## src/rtl/umips_lsu_pkg.sv

```systemverilog
// Shared definitions for the umips load/store unit: access size encodings,
// controller state encoding and the alignment rule.
package umips_lsu_pkg;

  localparam logic [1:0] SZ_BYTE = 2'b00;
  localparam logic [1:0] SZ_HALF = 2'b01;
  localparam logic [1:0] SZ_WORD = 2'b10;

  typedef enum logic [1:0] {
    ST_IDLE = 2'b00,
    ST_REQ  = 2'b01,
    ST_DONE = 2'b10
  } lsu_state_e;

  // Encoding 2'b11 falls through to the word rule.
  function automatic logic is_misaligned(input logic [1:0] size, input logic [1:0] off);
    case (size)
      SZ_BYTE: is_misaligned = 1'b0;
      SZ_HALF: is_misaligned = off[0];
      default: is_misaligned = (off != 2'b00);
    endcase
  endfunction

endpackage

```

## src/rtl/umips_store_align.sv

```systemverilog
// Big-endian store lane steering: places right-justified store data onto the
// byte lanes selected by size and address offset, unused lanes driven to zero.
module umips_store_align
  import umips_lsu_pkg::*;
(
  input  logic [1:0]  size,
  input  logic [1:0]  off,
  input  logic [31:0] wdata,
  output logic [3:0]  be,
  output logic [31:0] lane_data
);

  genvar gi;
  generate
    for (gi = 0; gi < 4; gi++) begin : g_lane
      // Lane gi carries bits [8gi+7:8gi], which is big-endian byte offset 3-gi.
      localparam logic [1:0] BOFF = 2'(3 - gi);
      logic       hit;
      logic [7:0] src;

      always_comb begin
        hit = 1'b0;
        src = 8'h00;
        case (size)
          SZ_BYTE: begin
            hit = (off == BOFF);
            src = wdata[7:0];
          end
          SZ_HALF: begin
            hit = (off[1] == BOFF[1]);
            src = (gi % 2 == 1) ? wdata[15:8] : wdata[7:0];
          end
          default: begin
            hit = 1'b1;
            src = wdata[8*gi +: 8];
          end
        endcase
      end

      assign be[gi]              = hit;
      assign lane_data[8*gi +: 8] = hit ? src : 8'h00;
    end
  endgenerate

endmodule

```

## src/rtl/umips_lsu.sv

```systemverilog
// Memory-stage load/store unit: issues one bus request per access, stalls the
// pipeline until ack or timeout, and registers load controls for byte select.
module umips_lsu
  import umips_lsu_pkg::*;
#(
  parameter int TIMEOUT = 255
) (
  input  logic        clk,
  input  logic        rst,
  input  logic        mem_rd,
  input  logic        mem_wr,
  input  logic [1:0]  mem_size,
  input  logic        mem_sign,
  input  logic [31:0] mem_addr,
  input  logic [31:0] mem_wdata,
  output logic [31:0] d_addr,
  output logic        d_req,
  output logic        d_we,
  output logic [3:0]  d_be,
  output logic [31:0] d_wdata,
  input  logic        d_ack,
  input  logic [31:0] d_rdata,
  output logic        stall,
  output logic        addr_err,
  output logic        bus_err,
  output logic [31:0] ld_word,
  output logic [1:0]  ld_byte_n,
  output logic        ld_sign_sel,
  output logic        ld_byte_sel,
  output logic        ld_word_sel
);

  localparam int TW = (TIMEOUT < 2) ? 1 : $clog2(TIMEOUT + 1);
  localparam logic [TW-1:0] TO_LAST = TW'(TIMEOUT - 1);

  lsu_state_e    state_reg;
  logic [1:0]    size_reg;
  logic          sign_reg;
  logic [1:0]    off_reg;
  logic [TW-1:0] timer_reg;

  logic [3:0]    be_algn;
  logic [31:0]   wd_algn;
  logic          access;
  logic          misal;
  logic          access_ok;

  umips_store_align u_align (
    .size      (mem_size),
    .off       (mem_addr[1:0]),
    .wdata     (mem_wdata),
    .be        (be_algn),
    .lane_data (wd_algn)
  );

  assign access    = mem_rd | mem_wr;
  assign misal     = is_misaligned(mem_size, mem_addr[1:0]);
  assign access_ok = (state_reg == ST_IDLE) && access && !misal;
  assign addr_err  = (state_reg == ST_IDLE) && access && misal;
  assign stall     = access_ok || (state_reg == ST_REQ);

  always_ff @(posedge clk or posedge rst) begin
    if (rst) begin
      state_reg   <= ST_IDLE;
      d_addr      <= 32'h0;
      d_req       <= 1'b0;
      d_we        <= 1'b0;
      d_be        <= 4'h0;
      d_wdata     <= 32'h0;
      bus_err     <= 1'b0;
      ld_word     <= 32'h0;
      ld_byte_n   <= 2'b00;
      ld_sign_sel <= 1'b0;
      ld_byte_sel <= 1'b0;
      ld_word_sel <= 1'b0;
      size_reg    <= SZ_BYTE;
      sign_reg    <= 1'b0;
      off_reg     <= 2'b00;
      timer_reg   <= '0;
    end else begin
      bus_err <= 1'b0;
      case (state_reg)
        ST_IDLE: begin
          if (access_ok) begin
            d_addr    <= {mem_addr[31:2], 2'b00};
            d_be      <= be_algn;
            d_wdata   <= wd_algn;
            d_we      <= mem_wr;
            d_req     <= 1'b1;
            size_reg  <= mem_size;
            sign_reg  <= mem_sign;
            off_reg   <= mem_addr[1:0];
            timer_reg <= '0;
            state_reg <= ST_REQ;
          end
        end
        ST_REQ: begin
          if (d_ack) begin
            d_req     <= 1'b0;
            d_we      <= 1'b0;
            state_reg <= ST_DONE;
            if (!d_we) begin
              ld_word     <= d_rdata;
              ld_sign_sel <= sign_reg;
              case (size_reg)
                SZ_BYTE: begin
                  ld_byte_n   <= off_reg;
                  ld_byte_sel <= 1'b0;
                  ld_word_sel <= 1'b1;
                end
                SZ_HALF: begin
                  ld_byte_n   <= {1'b0, off_reg[1]};
                  ld_byte_sel <= 1'b1;
                  ld_word_sel <= 1'b1;
                end
                default: begin
                  ld_byte_n   <= 2'b00;
                  ld_byte_sel <= 1'b0;
                  ld_word_sel <= 1'b0;
                end
              endcase
            end
          end else if ((TIMEOUT != 0) && (timer_reg == TO_LAST)) begin
            // Abort: the load controls keep the last completed load.
            d_req     <= 1'b0;
            d_we      <= 1'b0;
            bus_err   <= 1'b1;
            state_reg <= ST_DONE;
          end else begin
            timer_reg <= timer_reg + 1'b1;
          end
        end
        ST_DONE: begin
          state_reg <= ST_IDLE;
        end
        default: begin
          state_reg <= ST_IDLE;
        end
      endcase
    end
  end

endmodule

```

## config.mk

```make
export PLATFORM = sky130hd
export DESIGN_NAME = umips_lsu
export DESIGN_NICKNAME = d
export VERILOG_FILES = /design/src/rtl/umips_lsu_pkg.sv /design/src/rtl/umips_store_align.sv /design/src/rtl/umips_lsu.sv
export SDC_FILE = /design/constraint.sdc
export NUM_CORES = 1
export LEC_CHECK = 0
export CAP_MARGIN = 5
export CORE_ASPECT_RATIO = 2
export CORE_MARGIN = 2
export CORE_UTILIZATION = 47
export CTS_CLUSTER_SIZE = 25
export DETAILED_ROUTE_END_ITERATION = 6
export PLACE_DENSITY = 0.86
export SLEW_MARGIN = 25
export SYNTH_ARGS = -nofsm -noshare
export SYNTH_HDL_FRONTEND = slang
export SYNTH_HIERARCHICAL = 1
export SYNTH_SLANG_ARGS = --single-unit
```

## constraint.sdc

```tcl
create_clock -name clk -period 8.7 [get_ports clk]
set_clock_uncertainty 0.1 [all_clocks]
set_input_delay 1.74 -clock clk [delete_from_list [all_inputs] [get_ports clk]]
set_output_delay 1.74 -clock clk [all_outputs]
set_load 0.01 [all_outputs]
```

==> results.md, run 1 <==
* Status: completed
* Die width at between 70 and 80 um
* Startpoint types: input pin
* Kind of critical path: in2out
* DP HPWL at 11400 um
* PwrDens at approximately 300 nW/um^2
* RSZ-0062 raised after global routing: no
* Most frequent cells in the layout: nand2_1, clkdlybuf4s50_1, dfrtp_1
* CTS Root Cell: clkbuf_16
* IR drop worst, VDD at 0.000189 V
* CTS clk-pin slew, worst paths at ~0.050 ns
* Max clock buf depth at 2
* Met3 GRT Util at 0.0586
* Fill count at 801
* First-pass GRT wire length at between 20000 and 25000 um
* Multi-input gate area at approximately 2200 um^2
* Final Hold Fails at 0
* Setup Viol. Count Final at 0
* Fraction of layout cells with a size suffix above 1 at 0.0702
* Hold-critical path depth at 2
* Netlist cell types at between 40 and 50
* Crit Reg-Reg Endpoint: d_addr[17]$_DFFE_PP0P_
* R2r worst-path depth at 5
* Total track usage at 0.260
* Met1 Use GR at 0.257
* Post-Layout Cell Count at around 980
* Adder-Cell Fraction of Synth Area at 0.00465
* DRC viols at 0
* Period Utilization, post-route at 0.662
* Worst min path class: reg2reg
* Compound-cell area share of the yosys netlist at 0.0514
* Tmin final at around 5.8 ns
* # diodes at 0
* Avg Synthesized Cell Area at between 8 and 9 um^2
* Register area at between 3000 and 4000 um^2
* Static Leak at 3.97 nW
* Largest net degree at the start of global routing at 75
* Worst Max-Slew Pin Slew at around 0.83 ns
* Row count at between 50 and 60
* Maximum fanout along the worst path at 21
* Die height at roughly 160 um
* Commonest non-fill, non-tap cell in the layout: nand2_1
* Synth top area cells: dfrtp_1, nand2_1, mux2i_1
* Core area at between 10000 and 15000 um^2
* Die Area at 12400 um^2
* Min Hold Slack at roughly 0.37 ns
* Largest regs: d_wdata x32, ld_word x32, d_addr x30
* Initial detailed-routing violation count at 205
* Initial antenna violation count at 0
* CTS tree: built
* Pwr Total at 0.00248 W
* Via count at approximately 4900
* Crit end category: output pin
* Reg-to-reg slack, setup at 6.49 ns
* Total gr overflow at 0
* Synth Area in Simple Gates at 0.299
* Initial Utilization at 0.479
* Yosys reg bits at ~120
* Hold path start: sign_reg$_DFFE_PP0P_
* Slew HR at 0.448
* Post_cts resized at 0
* Max Fclk at between 150 and 200 MHz
* Max cap viols at 0
* Area share of xor/xnor cells in the synthesized design at 0.00652
* Critical Path AT at around 4 ns
* Yosys top cell by area: dfrtp_1
* H-tree Lvls at 4
* Vias in the first global route at approximately 5200
* Fin util at 0.727
* Combinational family with the most area after synthesis: simple AND/OR/NAND/NOR gates
* Final layout net count at slightly above 900
* Gpl congestion at between 0.8 and 0.9
* Layout area overhead at 51.7%
* Worst Path Required at 6.86 ns
* Cells after synthesis at around 630
* Total CTS buffers at 17
* Total I/O pin count at 214
* Drt first pass iters at 5
* Routed Wire Length at between 15000 and 20000 um
* Worst R2R Start: state_reg[0]$_DFFE_PP0P_
* Post-CTS setup buffers at 0
* Hold Buf Count CTS at 0
* Area share of the largest cell type after synthesis at 0.563
* Post-Syn Area at between 5000 and 6000 um^2
* Synth warn at 6
* Routed WL per cell at between 15 and 20 um
* Routed Antenna Nets at 0
* PortBufs at 211
* Sum of negative setup slack at 0 ns
* Hold path endpoint: ld_sign_sel$_DFFE_PP0P_
* Met2 GRT Util at 0.469
* Mux cell area share after synthesis at 0.0356
* Slew Viols, Final at 0
* Worst skew pair latency at between 0.4 and 0.5 ns
* Clock Sinks at approximately 120
* Post-DR vias/cell at between 5 and 6
* Dpl cells at approximately 950
* Sequential share of the synthesized area at 0.563
* Gr busiest metal: met2
routing by layer:
layer,part of all wire,wire length [um],vias up
li1,-,-,2355
met1,0.34,5320,2305
met2,0.54,8330,221
met3,0.062,961,58
met4,0.059,910,0
met5,0,0,-
cells by family (layout without fill, tap and decap cells):
family	Yosys count	count (layout)
AO/OA/AOI/OAI	44	44
XOR/XNOR	4	4
adder cells (fa/ha/maj)	2	2
buffers and inverters	44	258
flip-flops	121	121
multiplexers	19	19
other	1	2
AND/OR/NAND/NOR	391	391
power by group:
group	switching, W	internal (W)
Sequential	0.000124	0.000774
Clock	0.000246	0.000442
Combinational	0.000417	0.000482
Total	0.000786	0.00170
critical path, cell delays in order:
cell and delay [ns]:
clkdlybuf4s50_1 0.82, o21ai_1 0.53, o2111ai_4 0.17, nand2_1 0.09
clkdlybuf4s50_1 0.57
cell type report:
cell class,instances,area share
repair buffers,217,0.264
clock inverters,11,0.0149
flip-flops and latches,121,0.371
multi-input cells,462,0.266
inverters,9,0.00445
clock buffers,21,0.0577
well taps,142,0.0218
synth_stat cells (all sizes together):
master   number
conb          1
mux2          1
a21o          2
o21bai        1
a211oi        1
o2111ai       1
nand4         1
inv           9
nand2       342
nand3         5
o21ai        21
xnor2         1
buf          23
or2           1
nor3b         2
nand3b        1
nor4          1
dfrtp       121
or3b          2
mux2i        18
nor4b         1
xor2          3
a21oi        12
ha            2
nand2b        2
clkbuf       12
o31ai         1
o2111a        1
nor3          2
o211ai        4
nor2         20
and3          2
nor2b         9
worst max path at each step:
stage                        endpoint         from  slack [ns]
floorplan           bus_err$_DFF_PP0_          rst        3.65
finish                          stall  mem_size[0]        2.94
global placement                stall  mem_size[0]        2.94
global route                    stall  mem_size[0]        2.82
detailed placement              stall  mem_size[0]        2.92
CTS                             stall  mem_size[0]        2.92
metrics by stage:
step	setup WS, ns	instance area (um^2)
floorplan	3.65	5380
global placement	2.94	7570
detailed placement	2.92	7570
CTS	2.92	8160
global route	2.82	8160
finish	2.94	8160
No activity file was read; power rests on OpenSTA's default activity.
==> run 2, diff against run 1 <==
- CORE_UTILIZATION: 47 -> 39
- PLACE_DENSITY: 0.86 -> 0.76
- clock period: 8.7 -> 4.9 ns (I/O delays scaled with it)
==> results.md, run 2 (same netlist as run 1, synthesis figures left out) <==
* Via count at around 4800
* CTS clk-pin slew, worst paths at about 0.05 ns
* Routed Wire Length at between 15000 and 20000 um
* Total track usage at 0.210
* RSZ-0062 raised after global routing: no
* Tmin final at between 4 and 5 ns
* Most frequent cells in the layout: nand2_1, clkdlybuf4s50_1, dfrtp_1
* IR drop worst, VDD at roughly 0.00026 V
* PortBufs at roughly 210
* Total gr overflow at 0
* Fill count at around 1200
* Worst skew pair latency at 0.40 ns
* Die height at 170 um
* Final Hold Fails at 0
* Total I/O pin count at 214
* Maximum fanout along the worst path at 14
* Initial Utilization at 0.400
* Worst Setup SP: mem_size[1]
* H-tree Lvls at 4
* CTS Root Cell: clkbuf_16
* Initial antenna violation count at 0
* Drt first pass iters at 5
* Final instance area at ~8000 um^2
* Worst Max-Slew Pin Slew at around 0.86 ns
* Sum of negative setup slack at 0 ns
* Setup Viol. Count Final at 0
* Worst path bufs/invs at 2
* Final layout net count at between 900 and 1000
* First-pass GRT wire length at 23800 um
* Crit path cell chain: clkdlybuf4s50_1 -> o21ai_1 -> o2111ai_4 -> nand2_1 -> clkdlybuf4s50_1
* Largest net degree at the start of global routing at 75
* Post-CTS setup buffers at 0
* Total CTS buffers at 17
* Min Hold Slack at between 0.3 and 0.4 ns
* Hold Buf Count CTS at 0
* Gpl congestion at ~0.83
* Largest regs: d_wdata x32, ld_word x32, d_addr x30
* Fraction of layout cells with a size suffix above 1 at 0.0700
* Top delay family on crit path: buffers and inverters
* CP max stage cell: clkdlybuf4s50_1
* Post_cts resized at 0
* Hold path start: d_addr[12]$_DFFE_PP0P_
* Core area at 13400 um^2
* DRC viols at 0
* Max Fclk at between 200 and 250 MHz
* Period Utilization, post-route at 0.824
* CTS tree: built
* Multi-input gate area at ~2200 um^2
* Critical Path AT at roughly 3 ns
* Vias in the first global route at 4676
* Placed Area at between 7000 and 8000 um^2
* DP HPWL at between 10000 and 15000 um
* Slew HR at 0.426
* Layout area overhead at 51.6%
* Static Leak at between 3 and 4 nW
* Die width at 87.0 um
* Clock Sinks at around 120
* Row count at 60
* Startpoint types: input pin
* Worst R2R Start: state_reg[0]$_DFFE_PP0P_
* Slowest cell delay on critical path at about 0.68 ns
* Initial detailed-routing violation count at ~180
* Post-DR vias/cell at between 4 and 5
* Register area at about 3000 um^2
* Most frequent CP cell: clkdlybuf4s50_1
* Routed Antenna Nets at 0
* Max cap viols at 0
* Reg-to-reg slack, setup at roughly 2.6 ns
* PwrDens at around 530 nW/um^2
* Max clock buf depth at 2
* Worst min path class: reg2reg
* Routed WL per cell at between 15 and 20 um
* Worst Path Required at around 3.8 ns
* Slew Viols, Final at 0
* Commonest non-fill, non-tap cell in the layout: nand2_1
* Die Area at about 15000 um^2
* Kind of critical path: in2out
* Status: completed
* Crit end category: output pin
## run 2: changes by cell type in the layout (fill, tap and decap cells not counted), sizes merged
cell | before | now
buf | 6 | 8
bufinv | 2 | 1
clkinvlp | 5 | 3
clkbuf | 21 | 20
clkinv | 4 | 8
diode | 0 | 1
## run 2: cell type report
type	count	share of cell area
flip-flops and latches	121	0.371
repair buffers	219	0.268
clock inverters	12	0.0127
well taps	155	0.0238
multi-input cells	462	0.266
diodes	1	0.000307
inverters	9	0.00445
clock buffers	20	0.0536
## run 2: final timing paths
check	endpoint	cells past startpoint
min	d_addr[12]$_DFFE_PP0P_	2
max	stall	5
min reg2reg	d_addr[12]$_DFFE_PP0P_	2
max reg2reg	d_addr[15]$_DFFE_PP0P_	5
max in group asynchronous	d_be[2]$_DFFE_PP0P_	3
min in group asynchronous	d_addr[28]$_DFFE_PP0P_	2
## run 2: tightest hold or removal path: stages (launching register included)
cell,delay [ns]
dfrtp_1,0.33
nand2_1,0.05
nand2_1,0.05
## run 2: per-stage QoR
stage | utilization | power (W) | std cells | setup WS (ns)
final | 0.607 | 0.00430 | 999 | 0.864
after global routing | 0.607 | 0.00458 | 998 | 0.754
after CTS | 0.607 | 0.00437 | 998 | 0.849
after detailed placement | 0.566 | 0.00320 | 966 | 0.848
after global placement | 0.566 | 0.00317 | 966 | 0.866
after floorplan | - | 0.00223 | 627 | 0.606
## run 2: layer usage
layer,GRT usage,wire length [um],up-vias
met5,0,0,-
met2,0.394,8770,175
met3,0.0417,791,24
met4,0.0890,333,0
li1,-,-,2365
met1,0.218,5460,2227
## run 2: power by group
part,internal [W],switching [W],total (W)
Combinational,0.000858,0.000724,0.00158
Sequential,0.00137,0.000204,0.00158
Clock,0.000694,0.000446,0.00114
Total,0.00293,0.00137,0.00430
